## src/rtl/multi_cache_arbiter.sv

```systemverilog
`default_nettype none
// ============================================================================
// Module      : multi_cache_arbiter
// Description : N-channel cache-to-memory bus arbiter (round-robin or fixed
//               priority) with a sequential per-cache flush coordinator.
// Revision    : 1.0 - initial release
// ============================================================================
module multi_cache_arbiter #(
    parameter int                NUM_CH     = 2,
    parameter int                ADDR_W     = 32,
    parameter int                DATA_W     = 32,
    parameter int                PRIO_MODE  = 0,
    parameter logic [NUM_CH-1:0] FLUSH_MASK = '1
) (
    input  logic                       CLK,
    input  logic                       nRST,
    input  logic [NUM_CH*ADDR_W-1:0]   req_addr,
    input  logic [NUM_CH*DATA_W-1:0]   req_wdata,
    input  logic [NUM_CH*DATA_W/8-1:0] req_byte_en,
    input  logic [NUM_CH-1:0]          req_ren,
    input  logic [NUM_CH-1:0]          req_wen,
    output logic [DATA_W-1:0]          req_rdata,
    output logic [NUM_CH-1:0]          req_busy,
    output logic [ADDR_W-1:0]          mem_addr,
    output logic [DATA_W-1:0]          mem_wdata,
    output logic [DATA_W/8-1:0]        mem_byte_en,
    output logic                       mem_ren,
    output logic                       mem_wen,
    input  logic [DATA_W-1:0]          mem_rdata,
    input  logic                       mem_busy,
    input  logic                       flush_req,
    output logic [NUM_CH-1:0]          cache_flush,
    input  logic [NUM_CH-1:0]          cache_flush_done,
    output logic                       flush_done
);
    localparam int BE_W = DATA_W / 8;
    localparam int GW   = (NUM_CH > 1) ? $clog2(NUM_CH) : 1;

    typedef enum logic [0:0] {ARB_IDLE = 1'b0, ARB_BUSY = 1'b1} arb_state_t;
    typedef enum logic [1:0] {F_IDLE = 2'd0, F_CH = 2'd1, F_DONE = 2'd2} flush_state_t;

    arb_state_t        r_arb_st, w_arb_nx;
    logic [GW-1:0]     r_g, w_g_nx;
    logic [GW-1:0]     r_lg, w_lg_nx;
    logic [NUM_CH-1:0] w_reqs;
    logic [GW-1:0]     w_win;
    logic [GW-1:0]     w_rr_idx;
    logic [ADDR_W-1:0] w_g_addr;
    logic [DATA_W-1:0] w_g_wdata;
    logic [BE_W-1:0]   w_g_be;
    logic              w_g_ren;
    logic              w_g_wen;

    flush_state_t      r_f_st, w_f_nx;
    logic [GW-1:0]     r_fc, w_fc_nx;
    logic              r_fab, w_fab_nx;
    logic              w_first_ok, w_next_ok, w_fc_done;
    logic [GW-1:0]     w_first, w_next;

    assign w_reqs = req_ren | req_wen;

    // Winner selection: rotating search after the last grant, or lowest index
    always_comb begin
        w_win    = '0;
        w_rr_idx = '0;
        if (PRIO_MODE != 0) begin
            for (int i = NUM_CH - 1; i >= 0; i--) begin
                if (w_reqs[i]) w_win = GW'(i);
            end
        end else begin
            // Descending scan so the nearest requester after r_lg wins last
            for (int k = NUM_CH; k >= 1; k--) begin
                w_rr_idx = GW'((int'(r_lg) + k) % NUM_CH);
                if (w_reqs[w_rr_idx]) w_win = w_rr_idx;
            end
        end
    end

    // Select the request fields of the currently granted channel
    always_comb begin
        w_g_addr  = '0;
        w_g_wdata = '0;
        w_g_be    = '0;
        w_g_ren   = 1'b0;
        w_g_wen   = 1'b0;
        for (int i = 0; i < NUM_CH; i++) begin
            if (r_g == GW'(i)) begin
                w_g_addr  = req_addr[i*ADDR_W +: ADDR_W];
                w_g_wdata = req_wdata[i*DATA_W +: DATA_W];
                w_g_be    = req_byte_en[i*BE_W +: BE_W];
                w_g_ren   = req_ren[i];
                w_g_wen   = req_wen[i];
            end
        end
    end

    // Bus arbiter state, grant and last-grant registers
    always_ff @(posedge CLK or negedge nRST) begin
        if (!nRST) begin
            r_arb_st <= ARB_IDLE;
            r_g      <= '0;
            r_lg     <= GW'(NUM_CH - 1);
        end else begin
            r_arb_st <= w_arb_nx;
            r_g      <= w_g_nx;
            r_lg     <= w_lg_nx;
        end
    end

    // Bus next-state and memory/cache-side outputs
    always_comb begin
        w_arb_nx    = r_arb_st;
        w_g_nx      = r_g;
        w_lg_nx     = r_lg;
        mem_addr    = '0;
        mem_wdata   = '0;
        mem_byte_en = '0;
        mem_ren     = 1'b0;
        mem_wen     = 1'b0;
        req_rdata   = '0;
        req_busy    = '1;
        case (r_arb_st)
            ARB_IDLE: begin
                if (|w_reqs) begin
                    w_g_nx   = w_win;
                    w_arb_nx = ARB_BUSY;
                end
            end
            ARB_BUSY: begin
                mem_addr    = w_g_addr;
                mem_wdata   = w_g_wdata;
                mem_byte_en = w_g_be;
                mem_ren     = w_g_ren;
                mem_wen     = w_g_wen;
                req_rdata   = mem_rdata;
                for (int i = 0; i < NUM_CH; i++) begin
                    if (r_g == GW'(i)) req_busy[i] = mem_busy;
                end
                // Completion takes precedence; an abort leaves fairness untouched
                if (!mem_busy) begin
                    w_arb_nx = ARB_IDLE;
                    w_lg_nx  = r_g;
                end else if (!(w_g_ren || w_g_wen)) begin
                    w_arb_nx = ARB_IDLE;
                end
            end
            default: w_arb_nx = ARB_IDLE;
        endcase
    end

    // First masked channel, next masked channel above fc, and fc's done flag
    always_comb begin
        w_first_ok = 1'b0;
        w_first    = '0;
        w_next_ok  = 1'b0;
        w_next     = '0;
        w_fc_done  = 1'b0;
        for (int i = NUM_CH - 1; i >= 0; i--) begin
            if (FLUSH_MASK[i]) begin
                w_first_ok = 1'b1;
                w_first    = GW'(i);
                if (GW'(i) > r_fc) begin
                    w_next_ok = 1'b1;
                    w_next    = GW'(i);
                end
            end
            if (r_fc == GW'(i)) w_fc_done = cache_flush_done[i];
        end
    end

    // Flush sequencer state, current channel and sticky abort flag
    always_ff @(posedge CLK or negedge nRST) begin
        if (!nRST) begin
            r_f_st <= F_IDLE;
            r_fc   <= '0;
            r_fab  <= 1'b0;
        end else begin
            r_f_st <= w_f_nx;
            r_fc   <= w_fc_nx;
            r_fab  <= w_fab_nx;
        end
    end

    // Flush next-state and flush command/completion outputs
    always_comb begin
        w_f_nx      = r_f_st;
        w_fc_nx     = r_fc;
        w_fab_nx    = r_fab;
        cache_flush = '0;
        flush_done  = 1'b0;
        case (r_f_st)
            F_IDLE: begin
                w_fab_nx = 1'b0;
                if (flush_req) begin
                    if (w_first_ok) begin
                        w_fc_nx = w_first;
                        w_f_nx  = F_CH;
                    end else begin
                        w_f_nx  = F_DONE;
                    end
                end
            end
            F_CH: begin
                for (int i = 0; i < NUM_CH; i++) begin
                    if (r_fc == GW'(i)) cache_flush[i] = 1'b1;
                end
                // A withdrawn request lets the running cache finish, then stops
                if (!flush_req) w_fab_nx = 1'b1;
                if (w_fc_done) begin
                    if (r_fab || !flush_req) begin
                        w_f_nx   = F_IDLE;
                        w_fab_nx = 1'b0;
                    end else if (w_next_ok) begin
                        w_fc_nx  = w_next;
                    end else begin
                        w_f_nx   = F_DONE;
                    end
                end
            end
            F_DONE: begin
                flush_done = 1'b1;
                if (!flush_req) w_f_nx = F_IDLE;
            end
            default: w_f_nx = F_IDLE;
        endcase
    end

endmodule
`default_nettype wire
```

## config.mk

```make
export PLATFORM = sky130hd
export DESIGN_NAME = multi_cache_arbiter
export DESIGN_NICKNAME = d
export VERILOG_FILES = /design/src/rtl/multi_cache_arbiter.sv
export SDC_FILE = /design/constraint.sdc
export NUM_CORES = 1
export LEC_CHECK = 0
export CAP_MARGIN = 10
export CORE_AREA = 2 2 109 111
export DETAILED_ROUTE_END_ITERATION = 6
export DIE_AREA = 0 0 111 113
export PLACE_DENSITY = 0.73
export SETUP_SLACK_MARGIN = 0.1
export SYNTH_ARGS = -nofsm -noshare
export SYNTH_HDL_FRONTEND = slang
export SYNTH_SLANG_ARGS = --single-unit
```

## constraint.sdc

```tcl
create_clock -name CLK -period 3.3 [get_ports CLK]
set_input_delay 0.66 -clock CLK [delete_from_list [all_inputs] [get_ports CLK]]
set_output_delay 0.66 -clock CLK [all_outputs]
set_load 0.01 [all_outputs]
```

==> impl_metrics.env <==
export IMPL_cts_resized=0
export IMPL_required_ps=2640
export IMPL_drtPass1Iterations=4
export IMPL_grtUsageTotal=0.132
export IMPL_async_flop_share=1.00
export IMPL_antenna_found_initial=0
export IMPL_max_stage_delay_ps=750
export IMPL_clk_pin_slew_ps=40
export IMPL_ys_ff_latch=7
export IMPL_cellPowerDensity_nw_per_um2=530
export IMPL_critical_path_top_delay_family="buffers and inverters"
export IMPL_post_cts_setup_buffers=0
export IMPL_peakVddDrop_mv=0.403
export IMPL_finish_net_count=677
export IMPL_dieArea_um2=12500
export IMPL_status="finished clean"
export IMPL_synth_nets=406
export IMPL_antennaDiodeCount=0
export IMPL_rows=39
export IMPL_yosysSeqAreaShare=0.0922
export IMPL_grt_overflow=0
export IMPL_hold_viol_final=0
export IMPL_vias=2584
export IMPL_cp_arrival_ps=2150
export IMPL_hpwl_um=7540
export IMPL_ys_warn_count=0
export IMPL_setup_viol=0
export IMPL_drv_cap=0
export IMPL_synth_commonest_cells="nor2b_1, mux2i_1, and2_1"
export IMPL_initial_utilization=0.170
export IMPL_critPathKind="reg -> out"
export IMPL_holdBufCountCts=0
export IMPL_port_buffers=284
export IMPL_fmax_ghz=0.356
export IMPL_place_congestion=0.844
export IMPL_die_x_um=111
export IMPL_fin_skew_ps=0.120
export IMPL_fin_crit_sh=0.852
export IMPL_syn2layout_area_growth_pct=156
export IMPL_routedWlPerCell_um=13.9
export IMPL_start_kind="register"
export IMPL_cp_cell_sequence="buf_12 > mux2i_1 > nor2b_1 > clkdlybuf4s50_1"
export IMPL_vias_per_cell=4.03
export IMPL_path_buf_inv=2
export IMPL_min_path_type="reg -> reg"
export IMPL_yosysTopAreaCell="mux2i_1"
export IMPL_synth_cells=228
export IMPL_grt_max_degree=57
export IMPL_core_area_um2=11300
export IMPL_die_y_um=113
export IMPL_grt_pass1_vias=2676
export IMPL_syn_area_um2=1910
export IMPL_ys_flop_type="dfrtp_1"
export IMPL_drc=0
export IMPL_ant_nets=0
export IMPL_leakagePower_nw=1.98
export IMPL_fin_crit_ps=2810
export IMPL_rsz0062_at_grt="no"
export IMPL_cts_buffer_depth=2
export IMPL_h_tree_depth=1
export IMPL_tns_ps=0
export IMPL_synth_avg_cell_area_um2=8.39
export IMPL_synth_cell_types=27
export IMPL_drive_above_1_share=0.0281
export IMPL_end_kind="output pin"
export IMPL_synth_area_leaders="mux2i_1, nor2b_1, and2_1"
export IMPL_synth_edf_count=0
export IMPL_synth_top_area_share=0.366
export IMPL_cpMaxStageDelayCell="dfrtp_4"
export IMPL_p_total_w=0.00259
export IMPL_crit_fanout=31
export IMPL_clock_latency_ps=230
export IMPL_drtIter0Drc=83
export IMPL_drt_wl_total_um=8890
export IMPL_yosysMostFrequentCell="nor2b_1"
export IMPL_cts_sinks=7
export IMPL_cts_root_buffer="clkbuf_16"
export IMPL_r2r_slack_ps=1750
export IMPL_tightest_slew_ps=737
export IMPL_cts_tree="built"
export IMPL_grt_pass1_wl_um=13800
export IMPL_io_pins=285
export IMPL_cts_buffers=3
export IMPL_maxSlewViolCount=0
export IMPL_max_slew_margin=0.509
==> cell families after synthesis <==
| group | count (synthesis) | share of synthesized area |
|---|---|---|
| buf+inv | 22 | 0.101 |
| flops | 7 | 0.0922 |
| mux | 72 | 0.378 |
| compound gates | 11 | 0.0504 |
| simple gates | 116 | 0.378 |
==> path summary, 6_finish.rpt <==
kind	from	end	cells after the start
hold / removal	r_fc	r_fc	1
min in group asynchronous	nRST	r_fc	1
max in group asynchronous	nRST	r_lg	1
setup reg to reg	r_arb_st	r_lg	2
hold reg to reg	r_fc	r_fc	1
setup / recovery	r_g	mem_wdata[27]	4
==> final cells by class <==
type                    count  area, µm²
clock buffers               4       78.8
fillers                  1113       6380
inverters                   1       3.75
multi-input cells         199       1540
flip-flops and latches      7        181
well taps                 143        179
repair buffers            287       2900
==> per-layer routing <==
layer / GRT usage / up-vias / part of all wire
met3: 0.0209 / 2 / 0.064
met2: 0.252 / 125 / 0.53
met1: 0.161 / 1152 / 0.41
met5: 0 / - / 0
met4: 0.0150 / 0 / 0.0016
li1: - / 1305 / -
==> per-stage QoR <==
| stage | hold slack, ps | worst slack, ps | cells | cell area (µm²) | util |
|---|---|---|---|---|---|
| floorplan | 364 | 1570 | 228 | 1910 | - |
| global placement | 557 | 558 | 637 | 4810 | 0.427 |
| detailed placement | 572 | 562 | 637 | 4810 | 0.427 |
| CTS | 580 | 411 | 641 | 4890 | 0.434 |
| global route | 614 | 272 | 641 | 4890 | 0.434 |
| finish | 584 | 488 | 641 | 4890 | 0.434 |
==> cell usage in the layout (no fill, tap or decap) <==
cell type	netlist	routed
o32a_1	1	1
o22ai_1	1	1
nor2b_1	72	72
nor4b_1	1	1
mux2_2	2	2
nor4bb_1	1	1
o21ba_2	3	3
clkdlybuf4s50_1	0	284
dfrtp_1	6	4
and2b_1	1	1
nand2_1	1	1
dfrtp_4	0	1
a211oi_1	2	2
and3b_1	1	1
clkbuf_1	5	1
buf_12	5	3
nor2_1	4	4
nand2b_1	3	3
dfstp_2	1	1
mux2i_1	70	70
inv_1	1	1
a32o_1	1	1
o2bb2ai_1	1	1
dfrtp_2	0	1
o22a_1	1	1
and2_1	32	32
o21a_1	1	1
clkbuf_16	0	3
==> flip-flops by register name (all words and copies together), names as in the netlist <==
name and flops:
r_arb_st 1, r_f_st 2, r_fc 1, r_fab 1, r_g 1, r_lg 1
==> power by group <==
group          switching (W)  leakage [nW]  internal [W]
registers           0.000164        0.0823      0.000129
logic               0.000769          1.86       0.00132
clock network      0.0000440        0.0382      0.000161
total               0.000977          1.98       0.00161
No activity file was read; power rests on OpenSTA's default activity.
